$ cat src/rtl/i2c_pkg.sv
// Shared constants for the I2C register bank: register offsets, CONTROL/STATUS
// bit positions, sticky-flag indices and the synchronised-status bit layout.
package i2c_pkg;

    localparam int unsigned DATA_W      = 32;
    localparam int unsigned N_SYNC      = 9;
    localparam int unsigned N_STICKY    = 5;
    localparam int unsigned LIVE_W      = 15;

    localparam int unsigned OFF_CONTROL = 'h00;
    localparam int unsigned OFF_SADDR   = 'h04;
    localparam int unsigned OFF_RADDR   = 'h08;
    localparam int unsigned OFF_TXL     = 'h0C;
    localparam int unsigned OFF_TXH     = 'h10;
    localparam int unsigned OFF_RXL     = 'h14;
    localparam int unsigned OFF_RXH     = 'h18;
    localparam int unsigned OFF_STATUS  = 'h1C;
    localparam int unsigned OFF_IRQ_EN  = 'h20;

    localparam int unsigned CTRL_EN     = 20;
    localparam int unsigned CTRL_STRX   = 21;

    // Live STATUS bit positions in the I2C-domain status word
    localparam int unsigned ST_BUSY     = 0;
    localparam int unsigned ST_ERR      = 12;
    localparam int unsigned ST_TS       = 13;
    localparam int unsigned ST_RS       = 14;
    localparam int unsigned STICKY_LSB  = 16;

    // Index of each bit inside the packed 9-bit synchroniser vector
    localparam int unsigned SY_BUSY     = 0;
    localparam int unsigned SY_ERR      = 6;
    localparam int unsigned SY_TS       = 7;
    localparam int unsigned SY_RS       = 8;

    localparam int unsigned STK_TS      = 0;
    localparam int unsigned STK_RS      = 1;
    localparam int unsigned STK_ERR     = 2;
    localparam int unsigned STK_WERR    = 3;
    localparam int unsigned STK_TMO     = 4;

    localparam logic [DATA_W-1:0] REG_RST = '0;

    // Spread the 9 synchronised bits back to their STATUS[14:0] positions
    function automatic logic [LIVE_W-1:0] unpack_status(input logic [N_SYNC-1:0] v);
        return {v[8:5], 3'b000, v[4:3], 3'b000, v[2:0]};
    endfunction

endpackage

$ cat src/rtl/i2c_status_sync.sv
// Per-bit two-flop synchroniser for the I2C-domain status bits, with a
// single-cycle rising-edge pulse per bit (rise_c is combinational from flops).
module i2c_status_sync #(
    parameter int unsigned N = 9
) (
    input  logic         clk,
    input  logic         rst_n,
    input  logic [N-1:0] async_i,
    output logic [N-1:0] sync_o,
    output logic [N-1:0] rise_c
);

    logic [N-1:0] meta_q, meta_d;
    logic [N-1:0] sync_q, sync_d;
    logic [N-1:0] prev_q, prev_d;

    always_comb begin
        meta_d = async_i;
        sync_d = meta_q;
        prev_d = sync_q;
    end

    always_ff @(posedge clk or negedge rst_n) begin
        if (!rst_n) begin
            meta_q <= '0;
            sync_q <= '0;
            prev_q <= '0;
        end else begin
            meta_q <= meta_d;
            sync_q <= sync_d;
            prev_q <= prev_d;
        end
    end

    assign sync_o = sync_q;
    assign rise_c = sync_q & ~prev_q;

endmodule

$ cat src/rtl/i2c_regbank.sv
// CPU-visible register bank for the I2C mapping layer. Optional STRX watchdog
// is built when I2C_TIMEOUT_EN is defined.
module i2c_regbank
    import i2c_pkg::*;
#(
    parameter int unsigned ADDR_W      = 6,
    parameter int unsigned TIMEOUT_CYC = 65536
) (
    input  logic              clk,
    input  logic              rst_n,
    input  logic              i_sel,
    input  logic              i_we,
    input  logic [ADDR_W-1:0] i_addr,
    input  logic [31:0]       i_wdata,
    output logic [31:0]       o_rdata,
    output logic              o_ready,
    output logic              o_irq,
    output logic [31:0]       wo_i2c_control_reg,
    output logic [31:0]       wo_i2c_saddr_reg,
    output logic [31:0]       wo_i2c_raddr_reg,
    output logic [31:0]       wo_i2c_TXDATA_l_reg,
    output logic [31:0]       wo_i2c_TXDATA_h_reg,
    input  logic [31:0]       ro_i2c_RXDATA_l_reg,
    input  logic [31:0]       ro_i2c_RXDATA_h_reg,
    input  logic [31:0]       ro_i2c_status_reg
);

    localparam int unsigned TMO_W = 32;

    logic [ADDR_W-1:0]   addr_w;
    logic                acc, wr, rd, busy, any_rise, tmo_hit, werr_set;
    logic [N_SYNC-1:0]   st_async, st_sync, st_rise;
    logic [LIVE_W-1:0]   status_live;
    logic [31:0]         read_mux;
    logic [N_STICKY-1:0] sticky_set, sticky_clr, irq_mask;

    logic [31:0] control_q, control_d, saddr_q, saddr_d, raddr_q, raddr_d;
    logic [31:0] txl_q, txl_d, txh_q, txh_d, rxl_q, rxl_d, rxh_q, rxh_d;
    logic [31:0] rdata_q, rdata_d;
    logic [N_STICKY-1:0] sticky_q, sticky_d, irq_en_q, irq_en_d;
    logic ready_q, ready_d, irq_q, irq_d;

    logic unused_ok;
    assign unused_ok = ^{i_addr[1:0], ro_i2c_status_reg[31:15],
                         ro_i2c_status_reg[10:8], ro_i2c_status_reg[5:3]};

    assign st_async = {ro_i2c_status_reg[14:11], ro_i2c_status_reg[7:6],
                       ro_i2c_status_reg[2:0]};

    i2c_status_sync #(.N(N_SYNC)) u_status_sync (
        .clk     (clk),
        .rst_n   (rst_n),
        .async_i (st_async),
        .sync_o  (st_sync),
        .rise_c  (st_rise)
    );

    assign status_live = unpack_status(st_sync);
    assign busy        = st_sync[SY_BUSY];
    assign any_rise    = st_rise[SY_TS] | st_rise[SY_RS] | st_rise[SY_ERR];
    assign addr_w      = {i_addr[ADDR_W-1:2], 2'b00};
    assign acc         = i_sel & ~ready_q;
    assign wr          = acc & i_we;
    assign rd          = acc & ~i_we;

`ifdef I2C_TIMEOUT_EN
    // Watchdog: counts while STRX is pending, cleared whenever STRX drops
    logic [TMO_W-1:0] tmo_cnt_q, tmo_cnt_d;

    always_comb begin
        tmo_cnt_d = '0;
        tmo_hit   = 1'b0;
        if (control_q[CTRL_STRX]) begin
            if (tmo_cnt_q == TMO_W'(TIMEOUT_CYC - 1)) tmo_hit = 1'b1;
            else tmo_cnt_d = tmo_cnt_q + TMO_W'(1);
        end
    end

    always_ff @(posedge clk or negedge rst_n) begin
        if (!rst_n) tmo_cnt_q <= '0;
        else        tmo_cnt_q <= tmo_cnt_d;
    end

    assign irq_mask = 5'h1F;
`else
    localparam int unsigned TMO_UNUSED = TIMEOUT_CYC;
    assign tmo_hit  = 1'b0;
    assign irq_mask = 5'h0F;
`endif

    always_comb begin
        read_mux = '0;
        case (addr_w)
            ADDR_W'(OFF_CONTROL): read_mux = control_q;
            ADDR_W'(OFF_SADDR):   read_mux = saddr_q;
            ADDR_W'(OFF_RADDR):   read_mux = raddr_q;
            ADDR_W'(OFF_TXL):     read_mux = txl_q;
            ADDR_W'(OFF_TXH):     read_mux = txh_q;
            ADDR_W'(OFF_RXL):     read_mux = rxl_q;
            ADDR_W'(OFF_RXH):     read_mux = rxh_q;
            ADDR_W'(OFF_STATUS):  read_mux = {11'b0, sticky_q, 1'b0, status_live};
            ADDR_W'(OFF_IRQ_EN):  read_mux = {27'b0, irq_en_q};
            default:              read_mux = '0;
        endcase
    end

    always_comb begin
        control_d  = control_q;
        saddr_d    = saddr_q;
        raddr_d    = raddr_q;
        txl_d      = txl_q;
        txh_d      = txh_q;
        rxl_d      = rxl_q;
        rxh_d      = rxh_q;
        irq_en_d   = irq_en_q;
        sticky_clr = '0;
        werr_set   = 1'b0;
        ready_d    = acc;
        rdata_d    = rd ? read_mux : '0;

        if (any_rise || tmo_hit) control_d[CTRL_STRX] = 1'b0;
        if (st_rise[SY_RS]) begin
            rxl_d = ro_i2c_RXDATA_l_reg;
            rxh_d = ro_i2c_RXDATA_h_reg;
        end

        // CPU writes last so a CONTROL write overrides the STRX auto-clear
        if (wr) begin
            case (addr_w)
                ADDR_W'(OFF_CONTROL): control_d = i_wdata;
                ADDR_W'(OFF_SADDR):   if (busy) werr_set = 1'b1; else saddr_d = i_wdata;
                ADDR_W'(OFF_RADDR):   if (busy) werr_set = 1'b1; else raddr_d = i_wdata;
                ADDR_W'(OFF_TXL):     if (busy) werr_set = 1'b1; else txl_d = i_wdata;
                ADDR_W'(OFF_TXH):     if (busy) werr_set = 1'b1; else txh_d = i_wdata;
                ADDR_W'(OFF_STATUS):  sticky_clr = i_wdata[STICKY_LSB +: N_STICKY];
                ADDR_W'(OFF_IRQ_EN):  irq_en_d = i_wdata[N_STICKY-1:0];
                default:              ;
            endcase
        end

        sticky_set = {tmo_hit, werr_set, st_rise[SY_ERR], st_rise[SY_RS], st_rise[SY_TS]};
        sticky_d   = (sticky_q & ~sticky_clr) | sticky_set;
        irq_d      = |(sticky_d & irq_en_d & irq_mask);
    end

    always_ff @(posedge clk or negedge rst_n) begin
        if (!rst_n) begin
            control_q <= REG_RST;
            saddr_q   <= REG_RST;
            raddr_q   <= REG_RST;
            txl_q     <= REG_RST;
            txh_q     <= REG_RST;
            rxl_q     <= REG_RST;
            rxh_q     <= REG_RST;
            rdata_q   <= REG_RST;
            sticky_q  <= '0;
            irq_en_q  <= '0;
            ready_q   <= 1'b0;
            irq_q     <= 1'b0;
        end else begin
            control_q <= control_d;
            saddr_q   <= saddr_d;
            raddr_q   <= raddr_d;
            txl_q     <= txl_d;
            txh_q     <= txh_d;
            rxl_q     <= rxl_d;
            rxh_q     <= rxh_d;
            rdata_q   <= rdata_d;
            sticky_q  <= sticky_d;
            irq_en_q  <= irq_en_d;
            ready_q   <= ready_d;
            irq_q     <= irq_d;
        end
    end

    assign o_rdata             = rdata_q;
    assign o_ready             = ready_q;
    assign o_irq               = irq_q;
    assign wo_i2c_control_reg  = control_q;
    assign wo_i2c_saddr_reg    = saddr_q;
    assign wo_i2c_raddr_reg    = raddr_q;
    assign wo_i2c_TXDATA_l_reg = txl_q;
    assign wo_i2c_TXDATA_h_reg = txh_q;

endmodule
$ cat config.mk
export PLATFORM = sky130hd
export DESIGN_NAME = i2c_regbank
export DESIGN_NICKNAME = d
export VERILOG_FILES = /design/src/rtl/i2c_pkg.sv /design/src/rtl/i2c_status_sync.sv /design/src/rtl/i2c_regbank.sv
export SDC_FILE = /design/constraint.sdc
export NUM_CORES = 1
export LEC_CHECK = 0
export ABC_AREA = 1
export BUFFER_PORTS_ARGS = -buffer_cell sky130_fd_sc_hd__buf_2
export CAP_MARGIN = 20
export CORE_ASPECT_RATIO = 1.75
export CORE_UTILIZATION = 55
export CTS_BUF_LIST = sky130_fd_sc_hd__clkbuf_16
export DETAILED_ROUTE_END_ITERATION = 12
export PLACE_DENSITY = 0.86
export SYNTH_ARGS = -nofsm -noshare
export SYNTH_HDL_FRONTEND = slang
export SYNTH_HIERARCHICAL = 1
export SYNTH_SLANG_ARGS = --single-unit
$ cat constraint.sdc
create_clock -name clk -period 2.05 [get_ports clk]
set_input_delay 0 -clock clk [delete_from_list [all_inputs] [get_ports clk]]
set_output_delay 0 -clock clk [all_outputs]
set_load 0.03 [all_outputs]
## Word level (Yosys, flattened, before mapping)

Cells that the tools add are included.
Widths: inputs -> output; s select.

- Div/mod/pow operators: 0
- Shift operators: 0
- Multiply operators: 0
- Equal/unequal tests: 8
- Mux-type cells: 12
- Magnitude comparators: 0
- Add/subtract/negate cells: 0
- Reductions and logical operators: 8
- Bitwise logic cells: 14

Operator list:

| operator | number |
|---|---|
| $pmux 32 s9 | 1 |
| $mux 22 | 2 |
| $mux 32 | 1 |
| $mux 5 | 4 |
| $eq 4x3->1 const B | 4 |
| $reduce_and 3->1 | 4 |
| $and 9x9->9 | 1 |
| $not 9->9 | 1 |
| $eq 4x2->1 const B | 2 |
| $reduce_or 4->1 | 2 |
| $logic_not 6->1 | 1 |
| $and 5x5->5 | 1 |
| $not 5->5 | 1 |
| $or 5x4->5 | 1 |
| $and 4x4->4 | 1 |
| $eq 4x1->1 const B | 1 |
| $eq 4x4->1 const B | 1 |
| $mux 1 | 4 |
| $and 1x1->1 | 3 |
| $not 1->1 | 3 |
| $or 1x1->1 | 2 |
| $reduce_and 2->1 | 1 |

- Output and inout bits: 194
- Bits in registers: 295
- Bits in writable memories: 0
- Bits in read-only memories: 0
- Logic and storage cells: 58
- Memories kept: 0
- Latch bits: 0

## Depth between registers and ports, before layout

Gate-level depths: netlist of run 1.

- Depth in word-level cells: 9
- Gate-level depth with buffers: 11
- Depth with buffers taken out: 11

## Hierarchy

The synthesis of run 1 kept the hierarchy.

By module, submodules not included:

| module | cells an instance | area each (µm²) | times used | seq. area each (µm²) |
|---|---|---|---|---|
| i2c_regbank | 1379 | 11813.8 | 1 | 6706.4 |
| i2c_status_sync | 45 | 765.7 | 1 | 675.6 |

## Worst setup path after synthesis of run 1

OpenSTA, ideal clock, no wires.

- Kind: register to register
- Start: reg ready_q (netlist: o_ready)
- End: reg txh_q[3] (netlist: wo_i2c_TXDATA_h_reg[3])
- Cell stages (with the launch flop): 10
- Setup slack: 444 ps
- Arrival: 1479 ps
- Setup time: 127 ps
- Data required time: 1923 ps
- Clock period less this slack: 1606 ps
- Path through: dfrtp_1 inv_1 nand2_2 nor2_4 inv_4 nor2_8 nand2_4 buf_2 nand2_1 o21ai_0

- Word-level cells in the longest chain between the ends: 4

RTL lines:

| item | RTL line | source |
|---|---|---|
| from (decl) | i2c_regbank.sv:41 | `logic ready_q, ready_d, irq_q, irq_d;` |
| from (signal assigned) | i2c_regbank.sv:171 | `ready_q <= ready_d;` |
| $not 1->1 | i2c_regbank.sv:62 | `assign acc = i_sel & ~ready_q;` |
| $and 1x1->1 | i2c_regbank.sv:62 |  |
| $and 1x1->1 | i2c_regbank.sv:63 | `assign wr = acc & i_we;` |
| $reduce_and 3->1 (no line) | - |  |
| to (signal assigned) | i2c_regbank.sv:165 | `txh_q <= txh_d;` |
| to (decl) | i2c_regbank.sv:38 | `logic [31:0] txl_q, txl_d, txh_q, txh_d, rxl_q, rxl_d, rxh_q, rxh_d;` |

Every way passes these cells.
A chain may end at the register's enable or synchronous reset.

## Final worst setup path of run 1

- Start: in i_addr[5]
- End: reg saddr_q[20] (netlist: wo_i2c_saddr_reg[20])

- Word-level cells in the longest chain between the ends: 2

RTL lines:

| item | RTL line | source |
|---|---|---|
| from (decl) | i2c_regbank.sv:13 | `input logic [ADDR_W-1:0] i_addr,` |
| $eq 4x1->1 | i2c_regbank.sv:129 | `case (addr_w)` |
| $reduce_and 3->1 (no line) | - |  |
| to (signal assigned) | i2c_regbank.sv:162 | `saddr_q <= saddr_d;` |
| to (decl) | i2c_regbank.sv:37 | `logic [31:0] control_q, control_d, saddr_q, saddr_d, raddr_q, raddr_d;` |

Every way passes these cells.

==> impl_metrics.json, run 1 <==
{
  "status": "finished, final reports clean",
  "gp_congestion": 0.907,
  "dp_slack_ps": 292,
  "top_layer_used": "met4",
  "m1WireLength_um": 14500,
  "min_path_type": "in -> async",
  "required_ps": 2490,
  "first_pass_iters": 6,
  "syn-num-nets": 1544,
  "rr_endpoint": "wo_i2c_saddr_reg[20]",
  "grt_antenna_before_repair": 3,
  "r2r_slack_ps": 230,
  "yosys_warnings": 6,
  "dieArea_um2": 23100,
  "syn_area_um2": 12400,
  "r2r_cells": 7,
  "wl_um": 42900,
  "crit_type": "in -> reg",
  "p_leak_nw": 8.62,
  "fillerInstances": 1486,
  "antenna_left": 0,
  "pwr_density_cell_nw_per_um2": 902,
  "hold_slack_ps": 38.5,
  "fin_crit_ps": 1870,
  "io-pin-count": 332,
  "core_um2": 22100,
  "num-nets-final": 1961,
  "worst_slew_pin_slew_ps": 723,
  "final_cells": 2139,
  "wl_per_cell_um": 20.1,
  "final_area_um2": 16100,
  "worst_path_max_delay_cell": "dlygate4sd3_1",
  "syn2layout_area_growth_pct": 30.3,
  "die_x_um": 115,
  "critPathLaunchType": "input port",
  "vias_per_cell": 5.60,
  "wl_met3_um": 3220,
  "irDropWorstVdd_v": 0.000682,
  "cts.sinks": 289,
  "grt_pass1_vias": 12200,
  "setup_violations": 0,
  "power_mw": 14.5,
  "placement.io_buffers": 306,
  "max_cap_viol_count": 0,
  "arrival_ps": 2310,
  "critPathCaptureType": "flop",
  "timing.fmax_mhz": 535,
  "rows": 72,
  "drc": 0,
  "htreeDepth": 1,
  "final-max-slew-violation-count": 0,
  "initial_core_util": 0.560,
  "path_common_cell": "nand2_4",
  "drive_gt1_frac": 0.226,
  "clk_latency_ps": 540,
  "grt_start_max_net_pins": 73,
  "finClkSkew_ps": 11.8,
  "synth_cells": 1406,
  "drt_iter0_drc": 1250,
  "grt_pass1_wl_um": 65100,
  "slew_headroom": 0.514,
  "placedCellCount": 1982,
  "rsz0062_at_grt": "no",
  "cts_root_buffer": "clkbuf_16",
  "r2r-start": "o_ready",
  "die_y_um": 200,
  "fin_crit_sh": 0.912,
  "cts_setup_buffers": 0,
  "grt_use_total": 0.378,
  "dp_hpwl_um": 27500,
  "utilization": 0.730,
  "routed-via-count": 12000,
  "post_dp_cell_area_um2": 14200,
  "path_cells": "dlygate4sd3_1 > buf_2 > nor2_4 > nand2_4 > inv_8 > nand2_4 > o21ai_0",
  "cts_tree": "built",
  "clockBufferDepth": 3,
  "critPathMaxStageDelay_ps": 550,
  "cts_inserted_buffers": 25,
  "clk_pin_slew_ps": 70,
  "hold_viol_final": 0,
  "critPathMaxFanout": 64,
  "grt.overflow.total": 0,
  "tns_ps": 0,
  "setup_ws_ps": 179,
  "postSynthAreaPerCell_um2": 8.80,
  "wl_met2_um": 21000
}
-- per-layer routing --
layer / vias to the layer above / track usage
met5: - / 0
li1: 5264 / -
met2: 846 / 0.621
met3: 241 / 0.0623
met4: 0 / 0.336
met1: 5620 / 0.411
-- how the worst max path moves through the flow --
stage	start	end	slack, ps	cells after the start
after floorplan	o_ready	wo_i2c_TXDATA_h_reg[3]	440	9
after global placement	i_addr[4]	o_rdata[7]	370	9
after detailed placement	i_addr[4]	wo_i2c_saddr_reg[29]	290	6
after CTS	o_ready	wo_i2c_saddr_reg[29]	270	7
after global routing	i_addr[5]	wo_i2c_saddr_reg[20]	100	7
final	i_addr[5]	wo_i2c_saddr_reg[20]	180	7
-- cell type report --
type / count / area, µm² / share of cell area
Clock inverter: 18 / 185 / 0.0115
Clock buffer: 25 / 626 / 0.0388
Sequential cell: 289 / 7230 / 0.449
Tap cell: 296 / 370 / 0.0230
Antenna cell: 4 / 10.0 / 0.000621
Multi-Input combinational cell: 888 / 4010 / 0.249
Inverter: 165 / 634 / 0.0393
Timing Repair Buffer: 454 / 3050 / 0.189
-- repair_timing --
action                    in CTS  in global routing
resized for setup              0                  0
hold buffers                 110                  0
hold endpoints to repair     543                  0
-- layout by cell type, fill, tap and decap left out, types with 7 or more instances in the layout --
cell,count
nor3_1,11
clkinv_1,9
buf_4,28
buf_12,10
nor2_4,10
o21ai_0,133
nand2_1,413
o22ai_1,8
nand3_1,32
dfrtp_1,289
dlygate4sd3_1,110
nand2_2,7
clkbuf_16,25
buf_2,305
a21oi_1,55
o21ai_1,98
nor2_1,97
inv_1,160
nand2_4,9
-- power breakdown --
part	total, mW	internal [mW]	switching (mW)
logic	2.93	0.890	2.04
clock network	4.83	2.72	2.12
registers	6.78	6.34	0.441
-- worst max-delay path: cells and delay by family --
family / cells / cell delay [ps]
simple gates: 3 / 960
compound gates: 1 / 360
buf+inv: 3 / 910
No activity file was read; power rests on OpenSTA's default activity.
==> run 2: changes to the inputs <==
--- a/config.mk
+++ b/config.mk
@@ -5,14 +5,14 @@
 export SDC_FILE = /design/constraint.sdc
 export NUM_CORES = 1
 export LEC_CHECK = 0
-export ABC_AREA = 1
+export ABC_AREA = 0
 export BUFFER_PORTS_ARGS = -buffer_cell sky130_fd_sc_hd__buf_2
 export CAP_MARGIN = 20
 export CORE_ASPECT_RATIO = 1.75
 export CORE_UTILIZATION = 55
 export CTS_BUF_LIST = sky130_fd_sc_hd__clkbuf_16
 export DETAILED_ROUTE_END_ITERATION = 12
-export PLACE_DENSITY = 0.86
+export PLACE_DENSITY = 0.87
 export SYNTH_ARGS = -nofsm -noshare
 export SYNTH_HDL_FRONTEND = slang
 export SYNTH_HIERARCHICAL = 1
==> impl_metrics.json, run 2 <==
{
  "r2r_cells": 5,
  "drt_iter0_drc": 943,
  "cts_root_buffer": "clkbuf_16",
  "hold_viol_final": 0,
  "clockBufferDepth": 3,
  "timing.fmax_mhz": 535,
  "critPathCaptureType": "flop",
  "dp_slack_ps": 225,
  "gp_congestion": 0.884,
  "critPathLaunchType": "flop",
  "syn_area_um2": 11600,
  "dieArea_um2": 21700,
  "first_pass_iters": 12,
  "yosys_warnings": 6,
  "pwr_density_cell_nw_per_um2": 917,
  "io-pin-count": 332,
  "drive_gt1_frac": 0.514,
  "fin_crit_sh": 0.912,
  "r2r-start": "o_ready",
  "min_path_type": "in -> reg",
  "drc": 17,
  "path_depth": 5,
  "final-max-slew-violation-count": 0,
  "num-nets-final": 1339,
  "grt_use_total": 0.367,
  "required_ps": 2450,
  "min-delay-start": "i_addr[5]",
  "crit_end": "o_irq",
  "status": "finished with violations",
  "arrival_ps": 2270,
  "grt_antenna_before_repair": 8,
  "clk_latency_ps": 540,
  "crit_type": "reg -> reg",
  "slew_headroom": 0.617,
  "crit_family": "flip-flops",
  "initial_core_util": 0.559,
  "postSynthAreaPerCell_um2": 15.0,
  "ctsResizeCount": 0,
  "grt_pass1_wl_um": 60000,
  "syn-num-nets": 912,
  "irDropWorstVdd_v": 0.000748,
  "grt_start_max_net_pins": 66,
  "dp_hpwl_um": 23900,
  "core_um2": 20800,
  "htreeDepth": 1,
  "wl_um": 39400,
  "clk_pin_slew_ps": 60,
  "violations": "design-rule violations",
  "cts.sinks": 289,
  "rsz0062_at_grt": "no",
  "setup_violations": 0,
  "startpoint": "o_ready",
  "r2r_slack_ps": 180,
  "syn2layout_area_growth_pct": 34.9,
  "antenna_left": 0,
  "final_cell_mix": "buf_2 (305), dfrtp_1 (289), mux2_2 (220), dlygate4sd3_1 (108), a22oi_1 (85)",
  "fillerInstances": 1218,
  "placement.io_buffers": 306,
  "grt_pass1_vias": 10500,
  "die_x_um": 112,
  "grt.overflow.total": 0,
  "cts_tree": "built",
  "tns_ps": 0,
  "critPathMaxStageDelay_ps": 410,
  "worst_path_max_delay_cell": "dfrtp_1",
  "cts_inserted_buffers": 26,
  "rows": 70,
  "die_y_um": 194,
  "critPathMaxFanout": 11,
  "final_common_cell": "buf_2",
  "wl_per_cell_um": 26.7,
  "synth_cells": 774,
  "p_leak_nw": 7.75,
  "routed-via-count": 9390,
  "setup_ws_ps": 181,
  "rr_endpoint": "o_irq",
  "max_cap_viol_count": 0,
  "fin_crit_ps": 1870,
  "worst_slew_pin_slew_ps": 574,
  "finClkSkew_ps": 22.1,
  "path_buf_inv": 1,
  "vias_per_cell": 6.36,
  "path_cells": "and3b_1 > buf_4 > nand2_1 > mux2_2 > a2111o_1"
}
run 2: layout make-up:
class | instances | area (µm²) | share of cell area
sequential | 289 | 7230 | 0.462
multi-input combinational | 422 | 4140 | 0.264
clock buffer | 27 | 676 | 0.0431
tap | 252 | 315 | 0.0201
antenna | 8 | 20.0 | 0.00128
timing repair buffer | 457 | 3110 | 0.198
inverter | 5 | 18.8 | 0.00120
clock inverter | 17 | 151 | 0.00967
run 2: metal layers:
layer  up-vias  track usage  part of all wire
met5         -            0                 0
met4         0        0.261             0.071
met3       218       0.0785             0.082
met2       652        0.630              0.52
met1      4720        0.398              0.33
li1       3800            -                 -
run 2: repair_timing:
| action | in CTS | in global routing |
|---|---|---|
| endpoints found under the hold margin | 535 | 0 |
| setup buffers | 0 | 0 |
| hold buffers | 109 | 0 |
run 2: worst min path at each step:
stage | to | slack (ps) | depth (start not counted)
after floorplan | irq_en_q[0] | -300 | 0
after global placement | o_rdata[13] | -80 | 1
final | o_rdata[0] | 50 | 3
after CTS | o_rdata[0] | 40 | 3
after detailed placement | o_rdata[13] | -70 | 1
after global routing | o_rdata[0] | 70 | 3
run 2: through the flow:
step	hold slack, ps	power, mW	util	cell area [µm²]	std cells
floorplan	-296	8.28	-	11600	774
global placement	-77.5	9.22	0.661	13700	1316
detailed placement	-70.0	9.33	0.661	13700	1316
CTS	37.3	14.3	0.754	15600	1469
global route	71.7	14.8	0.755	15700	1477
finish	49.4	14.4	0.755	15700	1477
run 2: tightest hold or removal path: stages:
cell and delay (ps):
buf_2 230, a2111o_1 240, a21oi_1 50
run 2: power by group:
part / leakage, nW / internal [mW] / switching, mW / total [mW]
clock: 0.425 / 2.74 / 2.10 / 4.84
sequential: 3.72 / 6.33 / 0.497 / 6.83
combinational: 3.60 / 1.05 / 1.64 / 2.69
